### src/rtl/chr_bg_pkg.sv
// chr_bg_pkg: shared definitions for the character background writers.
//   DEFAULT_CHR_SIZE_BITS : default log2 of the name map side
//   CHR_ADDR_BITS         : name address width for the default map size
//   state_e               : command FSM states (IDLE / RUN / FIN)
//   map_addr()            : composes a zero-extended map address {row, col}
package chr_bg_pkg;

  localparam int DEFAULT_CHR_SIZE_BITS = 6;
  localparam int CHR_ADDR_BITS         = 2 * DEFAULT_CHR_SIZE_BITS;

  typedef enum logic [1:0] {
    ST_IDLE = 2'd0,
    ST_RUN  = 2'd1,
    ST_FIN  = 2'd2
  } state_e;

  // Both coordinates are masked to size_bits, so callers may hand in
  // untruncated sums and still get a wrapped address.
  function automatic logic [31:0] map_addr(input logic [31:0] row,
                                           input logic [31:0] col,
                                           input int          size_bits);
    logic [31:0] mask;
    mask = (32'd1 << size_bits) - 32'd1;
    return ((row & mask) << size_bits) | (col & mask);
  endfunction

endpackage

### src/rtl/rect_scan_counter.sv
// rect_scan_counter: row-major column/row scan over a rectangle.
//   clk, reset      : clock and synchronous active-high reset
//   clear           : restart the scan at (0,0)
//   step            : advance one position (col first, then row)
//   col_max/row_max : last column / last row index (width-1, height-1)
//   col, row        : current position
//   last            : current position is the final one of the rectangle
module rect_scan_counter #(
  parameter int W = 6
) (
  input  logic         clk,
  input  logic         reset,
  input  logic         clear,
  input  logic         step,
  input  logic [W-1:0] col_max,
  input  logic [W-1:0] row_max,
  output logic [W-1:0] col,
  output logic [W-1:0] row,
  output logic         last
);

  logic [W-1:0] col_q, col_d;
  logic [W-1:0] row_q, row_d;

  // Next position: clear has priority over step.
  always_comb begin
    col_d = col_q;
    row_d = row_q;
    if (clear) begin
      col_d = {W{1'b0}};
      row_d = {W{1'b0}};
    end else if (step) begin
      if (col_q == col_max) begin
        col_d = {W{1'b0}};
        row_d = row_q + {{(W-1){1'b0}}, 1'b1};
      end else begin
        col_d = col_q + {{(W-1){1'b0}}, 1'b1};
        row_d = row_q;
      end
    end else begin
      col_d = col_q;
      row_d = row_q;
    end
  end

  // Position registers.
  always_ff @(posedge clk) begin
    if (reset) begin
      col_q <= {W{1'b0}};
      row_q <= {W{1'b0}};
    end else begin
      col_q <= col_d;
      row_q <= row_d;
    end
  end

  assign col  = col_q;
  assign row  = row_q;
  assign last = (col_q == col_max) && (row_q == row_max);

endmodule

### src/rtl/chr_bg_rect_writer.sv
// chr_bg_rect_writer: fills a wrapped rectangle of the character name map
// through the renderer's write port, one name per clock.
//   clk, reset           : write clock, synchronous active-high reset
//   start, mode          : command strobe (IDLE only); 1 = fill, 0 = stream
//   x0, y0, w, h         : rectangle origin and size (w/h saturate to map side)
//   fill_value           : name used in fill mode
//   s_data/s_valid/s_ready : name stream handshake (stream mode)
//   chr_address/chr_din/chr_we : registered name RAM write port
//   busy, done           : command in progress / one-cycle completion pulse
module chr_bg_rect_writer
  import chr_bg_pkg::*;
#(
  parameter int CHR_SIZE_BITS = DEFAULT_CHR_SIZE_BITS
) (
  input  logic                      clk,
  input  logic                      reset,
  input  logic                      start,
  input  logic                      mode,
  input  logic [CHR_SIZE_BITS-1:0]  x0,
  input  logic [CHR_SIZE_BITS-1:0]  y0,
  input  logic [CHR_SIZE_BITS:0]    w,
  input  logic [CHR_SIZE_BITS:0]    h,
  input  logic [7:0]                fill_value,
  input  logic [7:0]                s_data,
  input  logic                      s_valid,
  output logic                      s_ready,
  output logic signed [31:0]        chr_address,
  output logic signed [7:0]         chr_din,
  output logic                      chr_we,
  output logic                      busy,
  output logic                      done
);

  localparam int S = CHR_SIZE_BITS;
  localparam logic [S:0] DIM_MAX = {1'b1, {S{1'b0}}};
  localparam logic [S:0] DIM_ONE = {{S{1'b0}}, 1'b1};

  state_e       state_q;
  logic         mode_q;
  logic [S-1:0] x0_q, y0_q;
  logic [S-1:0] col_max_q, row_max_q;
  logic [7:0]   fill_q;
  logic [31:0]  addr_q, addr_d;
  logic [7:0]   din_q, din_d;
  logic         we_q;

  logic [S:0]   w_sat_s, h_sat_s;
  logic [S-1:0] col_s, row_s;
  logic [S-1:0] x_sum_s, y_sum_s;
  logic         last_s, beat_s, clear_s, ready_s;

  function automatic logic [S:0] sat_dim(input logic [S:0] v);
    if (v > DIM_MAX) begin
      return DIM_MAX;
    end else begin
      return v;
    end
  endfunction

  assign w_sat_s = sat_dim(w);
  assign h_sat_s = sat_dim(h);

  rect_scan_counter #(.W(S)) u_scan (
    .clk     (clk),
    .reset   (reset),
    .clear   (clear_s),
    .step    (beat_s),
    .col_max (col_max_q),
    .row_max (row_max_q),
    .col     (col_s),
    .row     (row_s),
    .last    (last_s)
  );

  // Beat detection and the address/data a beat would write. The sums are
  // S bits wide, so the map wraps without extra logic.
  always_comb begin
    ready_s = (state_q == ST_RUN) && !mode_q;
    beat_s  = (state_q == ST_RUN) && (mode_q || (s_valid && ready_s));
    clear_s = (state_q == ST_IDLE) && start;
    x_sum_s = x0_q + col_s;
    y_sum_s = y0_q + row_s;
    addr_d  = map_addr(32'(y_sum_s), 32'(x_sum_s), S);
    if (mode_q) begin
      din_d = fill_q;
    end else begin
      din_d = s_data;
    end
  end

  // Command FSM, parameter latches and write-port registers.
  always_ff @(posedge clk) begin
    if (reset) begin
      state_q   <= ST_IDLE;
      mode_q    <= 1'b0;
      x0_q      <= {S{1'b0}};
      y0_q      <= {S{1'b0}};
      col_max_q <= {S{1'b0}};
      row_max_q <= {S{1'b0}};
      fill_q    <= 8'd0;
      addr_q    <= 32'd0;
      din_q     <= 8'd0;
      we_q      <= 1'b0;
    end else begin
      case (state_q)
        ST_IDLE: begin
          we_q <= 1'b0;
          if (start) begin
            mode_q    <= mode;
            x0_q      <= x0;
            y0_q      <= y0;
            fill_q    <= fill_value;
            // Size minus one; a size of 2^S maps to all-ones. Zero sizes
            // never reach RUN, so their wrapped value is irrelevant.
            col_max_q <= S'(w_sat_s - DIM_ONE);
            row_max_q <= S'(h_sat_s - DIM_ONE);
            if ((w_sat_s == {(S+1){1'b0}}) || (h_sat_s == {(S+1){1'b0}})) begin
              state_q <= ST_FIN;
            end else begin
              state_q <= ST_RUN;
            end
          end else begin
            state_q <= ST_IDLE;
          end
        end
        ST_RUN: begin
          if (beat_s) begin
            addr_q <= addr_d;
            din_q  <= din_d;
            we_q   <= 1'b1;
            if (last_s) begin
              state_q <= ST_FIN;
            end else begin
              state_q <= ST_RUN;
            end
          end else begin
            we_q <= 1'b0;
          end
        end
        ST_FIN: begin
          we_q    <= 1'b0;
          state_q <= ST_IDLE;
        end
        default: begin
          we_q    <= 1'b0;
          state_q <= ST_IDLE;
        end
      endcase
    end
  end

  assign s_ready     = ready_s;
  assign chr_address = $signed(addr_q);
  assign chr_din     = $signed(din_q);
  assign chr_we      = we_q;
  assign busy        = (state_q == ST_RUN) || (state_q == ST_FIN);
  assign done        = (state_q == ST_FIN);

endmodule

### config.mk
export PLATFORM = sky130hd
export DESIGN_NAME = chr_bg_rect_writer
export DESIGN_NICKNAME = d
export VERILOG_FILES = /design/src/rtl/chr_bg_pkg.sv /design/src/rtl/rect_scan_counter.sv /design/src/rtl/chr_bg_rect_writer.sv
export SDC_FILE = /design/constraint.sdc
export NUM_CORES = 1
export LEC_CHECK = 0
export ABC_AREA = 1
export CAP_MARGIN = 40
export CORE_ASPECT_RATIO = 1.75
export CORE_UTILIZATION = 25
export CTS_BUF_LIST = sky130_fd_sc_hd__clkbuf_2 sky130_fd_sc_hd__clkbuf_4 sky130_fd_sc_hd__clkbuf_8
export DETAILED_ROUTE_END_ITERATION = 8
export GPL_TIMING_DRIVEN = 0
export HOLD_SLACK_MARGIN = 0.02
export SYNTH_ARGS = -nofsm -noshare
export SYNTH_HDL_FRONTEND = slang
export SYNTH_SLANG_ARGS = --single-unit
### constraint.sdc
create_clock -name clk -period 1.6 [get_ports clk]
set_input_delay 0.24 -clock clk [delete_from_list [all_inputs] [get_ports clk]]
set_output_delay 0.24 -clock clk [all_outputs]
set_load 0.1 [all_outputs]
After elaboration in Yosys (flattened, before gate mapping). Index checks and enable logic that the tools add are counted.

Equal/unequal tests: 5. Magnitude comparators: 2. Multiplexer cells: 10. Add/sub/neg operators: 6. Reduce and logical (&&, ||, !) cells: 17. Bitwise logic cells: 2.

Operators with widths (count): $gt A7 B7 Y1 const B (2); $logic_not A7 Y1 (2); $mux W7 (2); $add A6 B1 Y6 const B (2); $add A6 B6 Y6 (2); $eq A6 B6 Y1 (2); $or A12 B6 Y12 (1); $sub A6 B1 Y6 const B (2); $mux W2 (4); $mux W8 (1); $mux W6 (1); $reduce_and A2 Y1 (3); $logic_and A1 B1 Y1 (5); $pmux W2 S2 (1); $reduce_or A2 Y1 (2); $logic_or A1 B1 Y1 (3); $eq A2 B1 Y1 const B (1); $eq A2 B2 Y1 const B (1); $logic_not A2 Y1 (1); $ne A2 B2 Y1 const B (1); $logic_not A1 Y1 (1); $mux W1 (1); $not A1 Y1 (1).

Bits of input ports: 47. Output and inout port bits: 44. Flip-flop bits (word level): 88. Word-level logic and storage cells: 54.

Logic depth before layout (Yosys ltp).
Depth after elaboration: 7. Gate-level depth with buffers: 13. Gate-level depth less buffers: 13.

Modules after synthesis. Synthesis repeated with hierarchy kept, for this count alone.

Cell total of the unflattened synthesis: 529. Area total of the unflattened synthesis: 3741.1 um^2.

Modules (own cells, without submodules): chr_bg_rect_writer (cells each 400, sequential area each 1121.1 um^2, instances 1, area each 2914.0 um^2); rect_scan_counter (cells each 129, sequential area each 240.2 um^2, instances 1, area each 827.0 um^2).

Least setup slack after synthesis. OpenSTA, ideal clock, no wires.

Path kind: register to output. Start point: register state_q[1]. End point: output port s_ready. Cell stages (with the launch flop): 5. Path slack: -527 ps. Data arrival time: 1887 ps. Data required time: 1360 ps. Buffers on the path: 0. Cells stage by stage: dfxtp_1 inv_1 ha_1 inv_1 nor2_1.

Longest elaborated chain between the ends: 2.

Ends and longest elaborated chain: from (decl) (RTL line chr_bg_rect_writer.sv:38) `state_e state_q;`; from (signal assigned) (RTL line chr_bg_rect_writer.sv:94) `state_q <= ST_IDLE;`; from (signal assigned) (RTL line chr_bg_rect_writer.sv:118) `state_q <= ST_FIN;`; from (signal assigned) (RTL line chr_bg_rect_writer.sv:120) `state_q <= ST_RUN;`; $eq A2 B1 Y1 (RTL line chr_bg_rect_writer.sv:78) `ready_s = (state_q == ST_RUN) && !mode_q;`; $logic_and A1 B1 Y1 (RTL line chr_bg_rect_writer.sv:78); to (decl) (RTL line chr_bg_rect_writer.sv:26) `output logic s_ready,`.

Every way passes these cells.

Worst setup path in the final report. Same ends and word-level chain as after synthesis.

==> summary.txt <==
Min path
  • Tightest Hold Check Type: in -> reg
  • HP Start: w[0]
  • Hold Crit Endpoint: col_max_q[0]
  • Worst hold stages: 4

Critical path
  • Reg-to-reg critical path endpoint: chr_address[10]
  • Worst setup SP type: register
  • Reg2reg start: u_scan.row[0]
  • R2R depth: 6
  • Critical Path RT: 1360 ps
  • Largest fanout on the critical path: 4
  • Kind of critical path: reg -> out
  • CP Capture Type: primary output
  • CP arrival: 1340 ps
  • Reg2reg setup slack: 70 ps

Drt
  • ANT nets after route: 0
  • Initial DRC Count: 147
  • DRT Pass-1 Iters: 4
  • Routed wire length: 9813 um
  • Avg WL per Cell: 12.66 um
  • Vias per Instance: 4.434
  • DRC: 0
  • Via count: 3436

Synth
  • Yosys Warn Count: 0
  • Synthesized area per cell: 7.671 sq um
  • Post-Syn Area: 3628 sq um
  • Yosys cell types: 38
  • Number of cells produced by synthesis: 473
  • Seq/Total Area, Yosys: 0.3752
  • Largest cells by area after synthesis: dfxtp_1, nand2_1, ha_1, inv_1, o21ai_0
  • Leading area contributor after synthesis: dfxtp_1
  • Synth top area share: 0.3752
  • Flops & latches, synth: 68

Die
  • Initial Util: 0.2583
  • Die area: 15020 sq um
  • I/O pin count: 91
  • Die height: 161.4 um
  • Core ar.: 14050 sq um
  • Core Rows: 57
  • Die width: 93.07 um

Timing
  • Fin Clk Skew: 8.231 ps
  • Final Slew Violations: 0
  • Fin crit period: 1578 ps
  • Hold_ws: 261.8 ps
  • Fmax: 0.6338 GHz
  • Setup violators final: 0
  • RSZ-0062 raised after global routing: true
  • Hold Fails Final Rpt: 0
  • Crit share post-route: 0.9861

GRT
  • Initial antenna violation count: 0
  • Congestion Overflow GR: 0
  • Tot GR Track Use: 0.1336
  • First-pass GRT wire length: 15660 um
  • Largest net degree at the start of global routing: 14
  • Vias in the first global route: 3339

Cells and area
  • Layout fillers: 1430
  • Share of cells above drive strength 1: 0.2274
  • Design area: 5419 sq um
  • FF+latch area: 1376 sq um
  • Area of the multi-input gates: 1988 sq um
  • Fin util: 0.3857
  • Finished Layout Cells: 775
  • Diode count: 0
  • Area Overhead vs Synth: 49.34%
  • Final nets: 660

Clock tree
  • Clk Latency, worst-skew pair: 350 ps
  • CTS Buffer Depth: 2
  • Clock sink count: 68
  • CTS tree: yes
  • Total CTS buffers: 9
  • Root Driver: clkbuf_8
  • CTS H-tree lvls: 3
  • CTS clk-pin slew, worst paths: 80 ps

Placed design
  • Placed insts: 763
  • GP Congestion: 0.8288
  • Placed Instance Area: 5052 sq um
  • PortBufs: 70
  • Hpwl dp: 7519 um

Flow run
  • Max Cap Viol: 0

Power and ir drop
  • P_leak: 2.463 nW
  • PD cells: 970.8 nW/um^2
  • Max VDD drop: 0.4535 mV

Run status
  • Status: complete, no violations
==> how the worst max path moves through the flow <==
stage                        startpoint  slack, ps              end  depth (start not counted)
after floorplan           u_scan.row[0]         50  chr_address[10]                          6
after global placement           mode_q       -560          s_ready                          3
after detailed placement           w[0]       -630       state_q[1]                         14
after CTS                    state_q[1]        -20          s_ready                          5
after global routing         state_q[1]        -30          s_ready                          5
final                        state_q[1]         20          s_ready                          5
==> metal layers <==
metal	global-route usage	wire, um	vias to the layer above
met5	0	0	-
met4	0.06224	253	0
met3	0.02401	494	19
met2	0.2477	5082	123
met1	0.1428	3982	1537
li1	-	-	1757
==> area by class of cell <==
class                      count  share of cell area
multi-input combinational    328              0.3669
buffer                        33             0.04526
clock inverter                 7             0.01408
clock buffer                   9             0.02286
timing repair buffer          90              0.2120
tap                          177             0.04087
inverter                      63             0.04410
sequential                    68              0.2540
==> state kept, by name, indices dropped and copies added (netlist names) <==
name,cells
state_q,2
chr_address,12
col_max_q,6
u_scan.row,6
u_scan.col,6
fill_q,8
x0_q,6
y0_q,6
chr_we,1
row_max_q,6
chr_din,8
mode_q,1
==> critical path, stage by stage (launching register included) <==
cell	delay [ps]
dfxtp_2	340
inv_1	110
ha_4	170
inv_1	70
nor2_4	120
buf_12	180
==> stage by stage <==
step / setup slack (ps) / setup TNS (ps) / total power [mW]
2_1_floorplan: 49.05 / 0 / 3.178
3_3_place_gp: -560.5 / -15800 / 3.575
3_5_place_dp: -630.8 / -14460 / 3.837
4_1_cts: -22.32 / -22.32 / 5.283
5_1_grt: -32.13 / -59.45 / 5.518
6_report: 22.21 / 0 / 5.261
==> cells in the mapped netlist <==
library cell	instances
nand2_1	101
dfxtp_1	68
inv_1	55
o21ai_0	38
nor2_1	26
a21oi_1	24
buf_4	20
a22o_1	18
ha_1	18
a31oi_1	14
nand3_1	12
xor2_1	11
nand4_1	8
inv_2	7
xnor2_1	7
buf_2	5
clkbuf_1	5
nand2_2	3
nor2_2	3
nor3_1	3
o21ai_1	3
a21o_1	2
buf_6	2
fa_1	2
nor2_4	2
o211ai_1	2
o21ai_2	2
o22ai_1	2
buf_8	1
clkinv_1	1
conb_1	1
nand2_4	1
nand3b_1	1
nand4_4	1
nor3_2	1
nor3_4	1
nor3b_1	1
or2_1	1
==> report_power, final <==
group,internal (mW),switching (mW),total (mW)
logic,0.697,1.21,1.91
clock network,0.726,0.685,1.41
registers,1.84,0.106,1.94
==> layout by cell type, fill, tap and decap left out, types with 6 or more instances in the layout <==
| cell type | n |
|---|---|
| nand4_1 | 8 |
| ha_1 | 14 |
| buf_12 | 19 |
| clkbuf_8 | 9 |
| a31oi_1 | 14 |
| xor2_1 | 11 |
| dfxtp_2 | 6 |
| nand2_1 | 95 |
| inv_1 | 52 |
| conb_1 | 20 |
| xnor2_1 | 7 |
| dfxtp_1 | 60 |
| dlygate4sd2_1 | 16 |
| dlymetal6s2s_1 | 6 |
| clkdlybuf4s50_1 | 35 |
| a22o_1 | 18 |
| inv_2 | 9 |
| o21ai_0 | 34 |
| a21oi_1 | 22 |
| nand3_1 | 10 |
| nor2_1 | 22 |
| nand2_2 | 8 |
| buf_4 | 30 |
==> cells by family (layout without fill, tap and decap cells) <==
logic type,count (synthesis),in the layout,share of synthesized area
and+or+nand+nor,165,165,0.2045
AOI/OAI and AO/OA,105,105,0.1738
buffers and inverters,96,202,0.1290
DFF,68,68,0.3752
adders and majority gates,20,20,0.07310
xor gates and xnor gates,18,18,0.04345
other,1,20,0.001033
==> what timing repair did <==
| item | in CTS | in global routing |
|---|---|---|
| endpoints found under the setup margin | 72 | 35 |
| setup buffers | 5 | 3 |
| hold buffers | 0 | 0 |
| gates resized for setup | 59 | 41 |
| pin swaps | 8 | 9 |
(Power assumes the default switching activity.)
